## src/rtl/fixed_point_division_ctrl.sv

```systemverilog
// Moore controller sequencing one fixed-point divide on the datapath.
// Ports: clk/rst (sync, active-low), start/ack host handshake,
//   co_cnt/dvz/ov datapath flags in; ld_a, ld_b, init, cnt_clr,
//   cnt_en, iter_en strobes out; busy/done/err/err_code status out.
module fixed_point_division_ctrl #(
    parameter int ITER_MAX = 14,
    parameter int WDOG     = 16
) (
    input  logic       clk,
    input  logic       rst,
    input  logic       start,
    input  logic       ack,
    input  logic       co_cnt,
    input  logic       dvz,
    input  logic       ov,
    output logic       ld_a,
    output logic       ld_b,
    output logic       init,
    output logic       cnt_clr,
    output logic       cnt_en,
    output logic       iter_en,
    output logic       busy,
    output logic       done,
    output logic       err,
    output logic [1:0] err_code
);

    typedef enum logic [2:0] {
        IDLE,
        LOAD_A,
        LOAD_B,
        CHECK,
        INIT,
        RUN,
        DONE,
        ERR
    } state_t;

    // The watchdog must outlast a nominal run and fit in 5 bits;
    // out-of-range settings are clamped into that window.
    localparam int WDOG_LO = (WDOG > ITER_MAX) ? WDOG : ITER_MAX + 1;
    localparam int WDOG_C  = (WDOG_LO > 31) ? 31 : WDOG_LO;
    localparam logic [4:0] WDOG_LAST = 5'(WDOG_C - 1);

    state_t     state_q, state_d;
    logic [1:0] err_code_q, err_code_d;
    logic [4:0] wdog_q, wdog_d;

    always_ff @(posedge clk) begin
        if (!rst) begin
            state_q    <= IDLE;
            err_code_q <= 2'b00;
            wdog_q     <= 5'd0;
        end else begin
            state_q    <= state_d;
            err_code_q <= err_code_d;
            wdog_q     <= wdog_d;
        end
    end

    always_comb begin
        state_d    = state_q;
        err_code_d = err_code_q;
        wdog_d     = wdog_q;
        unique case (state_q)
            IDLE: begin
                if (start) begin
                    state_d    = LOAD_A;
                    err_code_d = 2'b00;
                end
            end
            LOAD_A: state_d = LOAD_B;
            LOAD_B: state_d = CHECK;
            CHECK: begin
                if (dvz) begin
                    state_d    = ERR;
                    err_code_d = 2'b01;
                end else begin
                    state_d = INIT;
                end
            end
            INIT: begin
                state_d = RUN;
                wdog_d  = 5'd0;
            end
            RUN: begin
                // Saturating increment; RUN exits before the top anyway.
                if (wdog_q != 5'h1f) begin
                    wdog_d = wdog_q + 5'd1;
                end
                if (ov) begin
                    state_d    = ERR;
                    err_code_d = 2'b10;
                end else if (co_cnt) begin
                    state_d = DONE;
                end else if (wdog_q == WDOG_LAST) begin
                    state_d    = ERR;
                    err_code_d = 2'b11;
                end
            end
            DONE: begin
                if (ack) begin
                    state_d = IDLE;
                end
            end
            ERR: begin
                if (ack) begin
                    state_d = IDLE;
                end
            end
        endcase
    end

    always_comb begin
        ld_a    = 1'b0;
        ld_b    = 1'b0;
        init    = 1'b0;
        cnt_clr = 1'b0;
        cnt_en  = 1'b0;
        iter_en = 1'b0;
        busy    = 1'b0;
        done    = 1'b0;
        err     = 1'b0;
        unique case (state_q)
            IDLE: ;
            LOAD_A: begin
                ld_a = 1'b1;
                busy = 1'b1;
            end
            LOAD_B: begin
                ld_b = 1'b1;
                busy = 1'b1;
            end
            CHECK: busy = 1'b1;
            INIT: begin
                init    = 1'b1;
                cnt_clr = 1'b1;
                busy    = 1'b1;
            end
            RUN: begin
                iter_en = 1'b1;
                cnt_en  = 1'b1;
                busy    = 1'b1;
            end
            DONE: done = 1'b1;
            ERR:  err  = 1'b1;
        endcase
    end

    assign err_code = err_code_q;

endmodule
```

## config.mk

```make
export PLATFORM = sky130hd
export DESIGN_NAME = fixed_point_division_ctrl
export DESIGN_NICKNAME = d
export VERILOG_FILES = /design/src/rtl/fixed_point_division_ctrl.sv
export SDC_FILE = /design/constraint.sdc
export NUM_CORES = 1
export LEC_CHECK = 0
export ABC_CLOCK_PERIOD_IN_PS = 2150
export CAP_MARGIN = 10
export CORE_ASPECT_RATIO = 1.2
export CORE_MARGIN = 3
export CORE_UTILIZATION = 40
export CTS_CLUSTER_DIAMETER = 50
export CTS_CLUSTER_SIZE = 8
export DETAILED_ROUTE_END_ITERATION = 10
export PLACE_DENSITY = 0.73
export SLEW_MARGIN = 30
export SYNTH_ARGS = -nofsm -noshare
export SYNTH_HDL_FRONTEND = slang
export SYNTH_SLANG_ARGS = --single-unit
```

## constraint.sdc

```tcl
create_clock -name clk -period 2.15 [get_ports clk]
set_input_delay 0.43 -clock clk [delete_from_list [all_inputs] [get_ports clk]]
set_output_delay 0.43 -clock clk [all_outputs]
set_load 0.01 [all_outputs]
```

==> results.rst, run 1 <==
.. list-table::
   :header-rows: 1

   * - Metric
     - Value
   * - Result of the run
     - complete, no violations
   * - Number of nets still failing antenna checks after routing
     - 0
   * - R2R cell count
     - 7
   * - Cell depth of the worst min-delay path
     - 2
   * - HPWL Detailed
     - 1110 um
   * - Path category of the worst min-delay check
     - reg -> reg
   * - Critical path data arrival time
     - 1620 ps
   * - Final global-route overflow total
     - 0
   * - CTS H-Tree Depth
     - 1
   * - Core Rows
     - 15
   * - Overall routed net length
     - 1450 um
   * - Tightest Pin Transition
     - 360 ps
   * - Setup TNS after final layout
     - 0 ps
   * - # Max-Cap Violations
     - 0
   * - Max-slew violation count
     - 0
   * - Critical path cell sequence
     - buf_4 > and3b_1 > clkdlybuf4s50_1
   * - Starting Density
     - 0.445
   * - Antenna fix cells
     - 0
   * - Vias in the first global route
     - 579
   * - IO Pins
     - 18
   * - CTS Buffer Depth
     - 2
   * - Fraction of the yosys area taken by sequential cells
     - 0.300
   * - CTS clock-pin slew for the worst setup and hold paths
     - 70 ps
   * - Ratio of cells with drive above 1 in the final layout
     - 0.133
   * - Number of DRC markers in iteration 0
     - 10
   * - Height of the chip
     - 50.8 um
   * - Worst setup EP type
     - output pin
   * - Maximum clock frequency
     - 489 MHz
   * - Number of clock sinks
     - 10
   * - Synth warnings
     - 0
   * - Net count of the finished layout
     - 109
   * - Vias after detailed routing
     - 639
   * - Number of distinct library cells after synthesis
     - 33
   * - IR drop worst, VDD
     - 0.000402 V
   * - Final worst path period share
     - 0.952
   * - Area added between synthesis and finish
     - 31.6%
   * - Number of non-filler instances in the completed layout
     - 115
   * - Number of buffers inserted during clock tree synthesis
     - 3
   * - Clock root buffer
     - clkbuf_4
   * - First-pass GRT wire length
     - 2510 um
   * - Port buffer count
     - 17
   * - Final worst path period need
     - 2050 ps
   * - Final worst clock skew
     - 3.12 ps
   * - Peak fanout along the critical path
     - 15
   * - Yosys top cell by area
     - dfxtp_1
   * - Vias per std cell
     - 5.56
   * - P_leak
     - 0.345 nW
   * - Final number of setup-violating endpoints
     - 0
   * - Synth Area per Inst
     - 8.35 um^2
   * - Commonest cells after routing, fill and taps aside
     - clkdlybuf4s50_1, nor2_1, a21oi_1, dfxtp_1, nand2_1
   * - Final number of hold-violating endpoints
     - 0
   * - Instance count of the mapped netlist
     - 80
   * - CORE AREA
     - 1500 um^2
   * - Critical path class
     - reg -> out
   * - Worst-Skew Late Latency
     - 260 ps
   * - Final weighted congestion of routability-driven global placement
     - 0.746
   * - Synthesized flop and latch total
     - 10
   * - Number of cells in the design after placement
     - 111
   * - Element type at the critical path start
     - flip-flop
   * - Die Area
     - 2200 um^2
   * - X dimension of the die
     - 43.3 um
   * - Fraction of synthesized cell area taken by the top area cell type
     - 0.300
   * - Synthesized net count
     - 90
   * - Antenna violations before repair
     - 0
   * - Most common library cell in the layout ignoring fill and taps
     - clkdlybuf4s50_1
   * - Post-CTS setup-driven buffer insertion count
     - 0
   * - Worst rel slew slack
     - 0.758
   * - Pin count of the biggest net entering global routing
     - 18
   * - TritonCTS clock tree
     - yes
   * - Biggest area contributors in the synthesized netlist
     - dfxtp_1, a21oi_1, ha_1
   * - Detailed-routing iteration count for the pre-antenna-repair pass
     - 4
   * - Synthesized area
     - 668 um^2
   * - Post-DR wirelength/cell
     - 12.6 um
   * - Unrepaired setup endpoints after global routing
     - no
   * - Remaining routing DRC violations
     - 0
   * - Critical path required time
     - 1720 ps
   * - Power per standard cell area
     - 668 nW/um^2
   * - Overall global routing resource usage
     - 0.143
   * - CP peak stage delay
     - 550 ps
   * - Cell at the slowest stage of the critical path
     - clkdlybuf4s50_1
## worst max-delay path: cells and delay by family, from the launching register on
kind                   cells  cell delay, ps
and+or+nand+nor            1             240
buffers and inverters      2             760
DFF                        1             350
## worst paths after layout
path | from | end | slack (ps)
setup / recovery | state_q[2]$_SDFFE_PN0P_ | iter_en | 100
hold / removal | err_code[0]$_SDFFE_PN0P_ | err_code[0]$_SDFFE_PN0P_ | 460
setup reg to reg | wdog_q[0]$_SDFFE_PN0P_ | state_q[0]$_SDFFE_PN0P_ | 440
hold reg to reg | err_code[0]$_SDFFE_PN0P_ | err_code[0]$_SDFFE_PN0P_ | 460
## Yosys cell counts, drive strengths merged
master,number
xnor2,1
and4bb,1
nand3,1
dfxtp,10
ha,3
nor2b,5
mux2i,3
a22oi,1
buf,5
and3b,2
and2b,1
nand2,7
or2,1
a31oi,1
nor4,1
nor4bb,1
a221oi,1
nor2,9
nor3,2
a221o,1
and3,3
a21oi,9
xor2,1
o211ai,2
nand2b,3
inv,2
nor3b,1
a311oi,2
## kinds of logic after synthesis
logic type               synth area share
AO/OA/AOI/OAI                       0.170
XOR/XNOR                           0.0262
multiplexers                       0.0449
buffers and inverters              0.0693
flip-flops                          0.300
adder cells (fa/ha/maj)            0.0562
AND/OR/NAND/NOR                     0.333
## what timing repair did
item | in CTS | in global routing
cloned | 0 | 0
hold buffers | 0 | 0
hold endpoints to repair | 0 | 0
resized for setup | 2 | 1
setup endpoints to repair | 4 | 2
## report_power, final
group          leakage, nW  switching (mW)  total, mW  internal (mW)
clock network       0.0210          0.0633      0.166          0.103
registers           0.0817          0.0265      0.225          0.199
logic                0.242          0.0917      0.196          0.104
total                0.345           0.181      0.587          0.406
## registers in the layout (all words and copies together) (netlist names)
| name | cells |
|---|---|
| err_code | 2 |
| wdog_q | 5 |
| state_q | 3 |
## final cells by class
| type | instances | area (um^2) |
|---|---|---|
| Fill cell | 153 | 622 |
| Multi-Input combinational cell | 63 | 427 |
| Sequential cell | 10 | 203 |
| Timing Repair Buffer | 19 | 185 |
| Clock buffer | 4 | 36.3 |
| Tap cell | 17 | 21.3 |
| Inverter | 2 | 7.51 |
## per-layer routing
metal / track usage / routed length (um) / vias up
met5: 0 / 0 / -
met4: 0.0452 / 0 / 0
met3: 0.0215 / 72 / 0
met2: 0.241 / 698 / 19
met1: 0.182 / 675 / 298
li1: - / - / 322
## metrics by stage
stage	setup slack, ps	power (mW)	util	area (um^2)	hold WS [ps]
finish	104	0.587	0.586	880	462
global route	21.0	0.625	0.586	880	486
CTS	72.9	0.590	0.585	878	466
detailed placement	210	0.422	0.557	836	453
global placement	248	0.418	0.557	836	454
floorplan	625	0.351	-	668	454
(Power assumes the default switching activity.)
==> run 2: changes to the inputs <==
--- a/config.mk
+++ b/config.mk
@@ -9,5 +9,5 @@
 export CAP_MARGIN = 10
 export CORE_ASPECT_RATIO = 1.2
-export CORE_MARGIN = 3
+export CORE_MARGIN = 2
 export CORE_UTILIZATION = 40
 export CTS_CLUSTER_DIAMETER = 50
==> constraint.sdc (replaced) <==
create_clock -name clk -period 2.15 [get_ports clk]
set_input_delay 0.43 -clock clk [delete_from_list [all_inputs] [get_ports clk]]
set_output_delay 0.43 -clock clk [all_outputs]
set_load 0.1 [all_outputs]
==> results.rst, run 2 (synthesis gave the netlist of run 1 again) <==
.. list-table::
   :header-rows: 1

   * - Metric
     - Value
   * - Final worst path period share
     - 0.950
   * - R2R cell count
     - 7
   * - Overall global routing resource usage
     - 0.173
   * - CTS Buffer Depth
     - 2
   * - Overall routed net length
     - 1380 um
   * - First-pass GRT wire length
     - 2440 um
   * - Starting Density
     - 0.417
   * - Setup TNS after final layout
     - 0 ps
   * - Final number of setup-violating endpoints
     - 0
   * - IO Pins
     - 18
   * - Worst-Skew Late Latency
     - 260 ps
   * - Tightest Pin Transition
     - 589 ps
   * - Peak fanout along the critical path
     - 17
   * - Power per standard cell area
     - 806 nW/um^2
   * - Pin count of the biggest net entering global routing
     - 18
   * - Worst setup EP type
     - output pin
   * - Number of DRC markers in iteration 0
     - 16
   * - Switching power of the nets
     - 340 uW
   * - Hold Buf Count CTS
     - 0
   * - Net count of the finished layout
     - 109
   * - Number of cells upsized or downsized after cts
     - 0
   * - Remaining routing DRC violations
     - 0
   * - IR drop worst, VDD
     - 0.000460 V
   * - Element type at the critical path start
     - flip-flop
   * - CORE AREA
     - 1600 um^2
   * - Top register by number of flip-flops
     - wdog_q
   * - Crit Reg-Reg Endpoint
     - state_q[0]$_SDFFE_PN0P_
   * - Antenna violations before repair
     - 0
   * - Net Sw Frac
     - 0.431
   * - Maximum clock frequency
     - 490 MHz
   * - Unrepaired setup endpoints after global routing
     - no
   * - CTS H-Tree Depth
     - 1
   * - # Max-Cap Violations
     - 0
   * - X dimension of the die
     - 41.3 um
   * - Detailed-routing iteration count for the pre-antenna-repair pass
     - 5
   * - HPWL Detailed
     - 1080 um
   * - P_leak
     - 0.392 nW
   * - Final worst clock skew
     - 1.87 ps
   * - Ratio of cells with drive above 1 in the final layout
     - 0.255
   * - Number of non-filler instances in the completed layout
     - 116
   * - Pre-CTS WS
     - 345 ps
   * - Cell depth of the worst min-delay path
     - 2
   * - Final weighted congestion of routability-driven global placement
     - 0.806
   * - Path category of the worst min-delay check
     - reg -> reg
   * - Internal cell power
     - 449 uW
   * - Number of nets still failing antenna checks after routing
     - 0
   * - Number of clock sinks
     - 10
   * - Max-slew violation count
     - 0
   * - CTS clock-pin slew for the worst setup and hold paths
     - 70 ps
   * - Commonest cells after routing, fill and taps aside
     - dfxtp_1, buf_12, nand2_1, nor2_1, a21oi_1
   * - Cell at the slowest stage of the critical path
     - dfxtp_1
   * - Sink of the worst hold path
     - err_code[0]$_SDFFE_PN0P_
   * - Port buffer count
     - 17
   * - Post-DR wirelength/cell
     - 11.9 um
   * - Final global-route overflow total
     - 0
   * - Post-layout power
     - 789 uW
   * - Register-to-register path setup slack
     - 490 ps
   * - Antenna fix cells
     - 0
   * - Die Area
     - 2010 um^2
   * - Clock root buffer
     - clkbuf_4
   * - Critical path data arrival time
     - 1610 ps
   * - Vias per std cell
     - 5.54
   * - CP peak stage delay
     - 700 ps
   * - Worst rel slew slack
     - 0.607
   * - Flip-flop count of the largest register after layout
     - 5
   * - Core Rows
     - 16
   * - Result of the run
     - complete, no violations
   * - Vias in the first global route
     - 559
   * - Number of cells in the design after placement
     - 112
   * - Number of buffers inserted during clock tree synthesis
     - 3
   * - Post-CTS setup-driven buffer insertion count
     - 0
   * - Clock Power Share
     - 0.216
   * - Part of the power in combinational logic
     - 0.496
   * - Critical path cell sequence
     - and3b_1 > buf_12
   * - Final worst path period need
     - 2040 ps
   * - Most common library cell in the layout ignoring fill and taps
     - dfxtp_1
   * - Vias after detailed routing
     - 643
   * - Worst Hold Launch
     - err_code[0]$_SDFFE_PN0P_
   * - Area added between synthesis and finish
     - 46.4%
   * - Critical path class
     - reg -> out
   * - Final number of hold-violating endpoints
     - 0
   * - Hold slack final
     - 467 ps
   * - Reg-to-reg critical path startpoint
     - wdog_q[0]$_SDFFE_PN0P_
   * - Worst-case setup margin in the final layout
     - 108 ps
   * - TritonCTS clock tree
     - yes
   * - Critical path required time
     - 1720 ps
   * - Height of the chip
     - 48.8 um
   * - Sequential cell fraction of total power
     - 0.289
[run 2: worst max path at each step]
stage	startpoint	endpoint	slack, ps	cells after the start
global placement	ov	err_code[1]$_SDFFE_PN0P_	380	5
CTS	state_q[2]$_SDFFE_PN0P_	iter_en	110	2
floorplan	state_q[1]$_SDFFE_PN0P_	ld_b	-210	2
finish	state_q[2]$_SDFFE_PN0P_	iter_en	110	2
global route	state_q[2]$_SDFFE_PN0P_	iter_en	30	2
detailed placement	ov	err_code[1]$_SDFFE_PN0P_	350	5
[run 2: critical path, delay by kind of cell, from the launching register on]
| family | cells | cell delay [ps] |
|---|---|---|
| flops | 1 | 700 |
| simple gates | 1 | 430 |
| buf+inv | 1 | 220 |
[run 2: routing by layer]
metal,wire length [um],up-vias,GRT usage
li1,-,321,-
met1,620,304,0.245
met2,674,16,0.240
met3,62,2,0.0411
met4,18,0,0.0806
met5,0,-,0
[run 2: final cells by class]
| type | count | area, um^2 |
|---|---|---|
| multi-input combinational | 63 | 442 |
| timing repair buffer | 19 | 270 |
| fill | 138 | 623 |
| tap | 18 | 22.5 |
| inverter | 2 | 7.51 |
| clock buffer | 4 | 36.3 |
| sequential | 10 | 200 |
[run 2: stage by stage]
step                      utilization  instance area [um^2]
after floorplan                     -                   688
after global placement          0.588                   942
after detailed placement        0.588                   942
after CTS                       0.611                   978
after global routing            0.611                   978
final                           0.611                   978
[run 2: power groups by stage]
| stage | registers [mW] | clock network, mW | logic, mW |
|---|---|---|---|
| floorplan | 0.226 | 0 | 0.275 |
| global placement | 0.231 | 0 | 0.391 |
| detailed placement | 0.231 | 0 | 0.393 |
| CTS | 0.227 | 0.173 | 0.394 |
| global route | 0.232 | 0.186 | 0.413 |
| finish | 0.228 | 0.170 | 0.391 |
==> run 3: changes to the inputs <==
Settings changed: CTS_CLUSTER_SIZE 8 to 40.
==> results of run 3 <==
The final DEF is identical to that of run 2; final timing and power are the same.
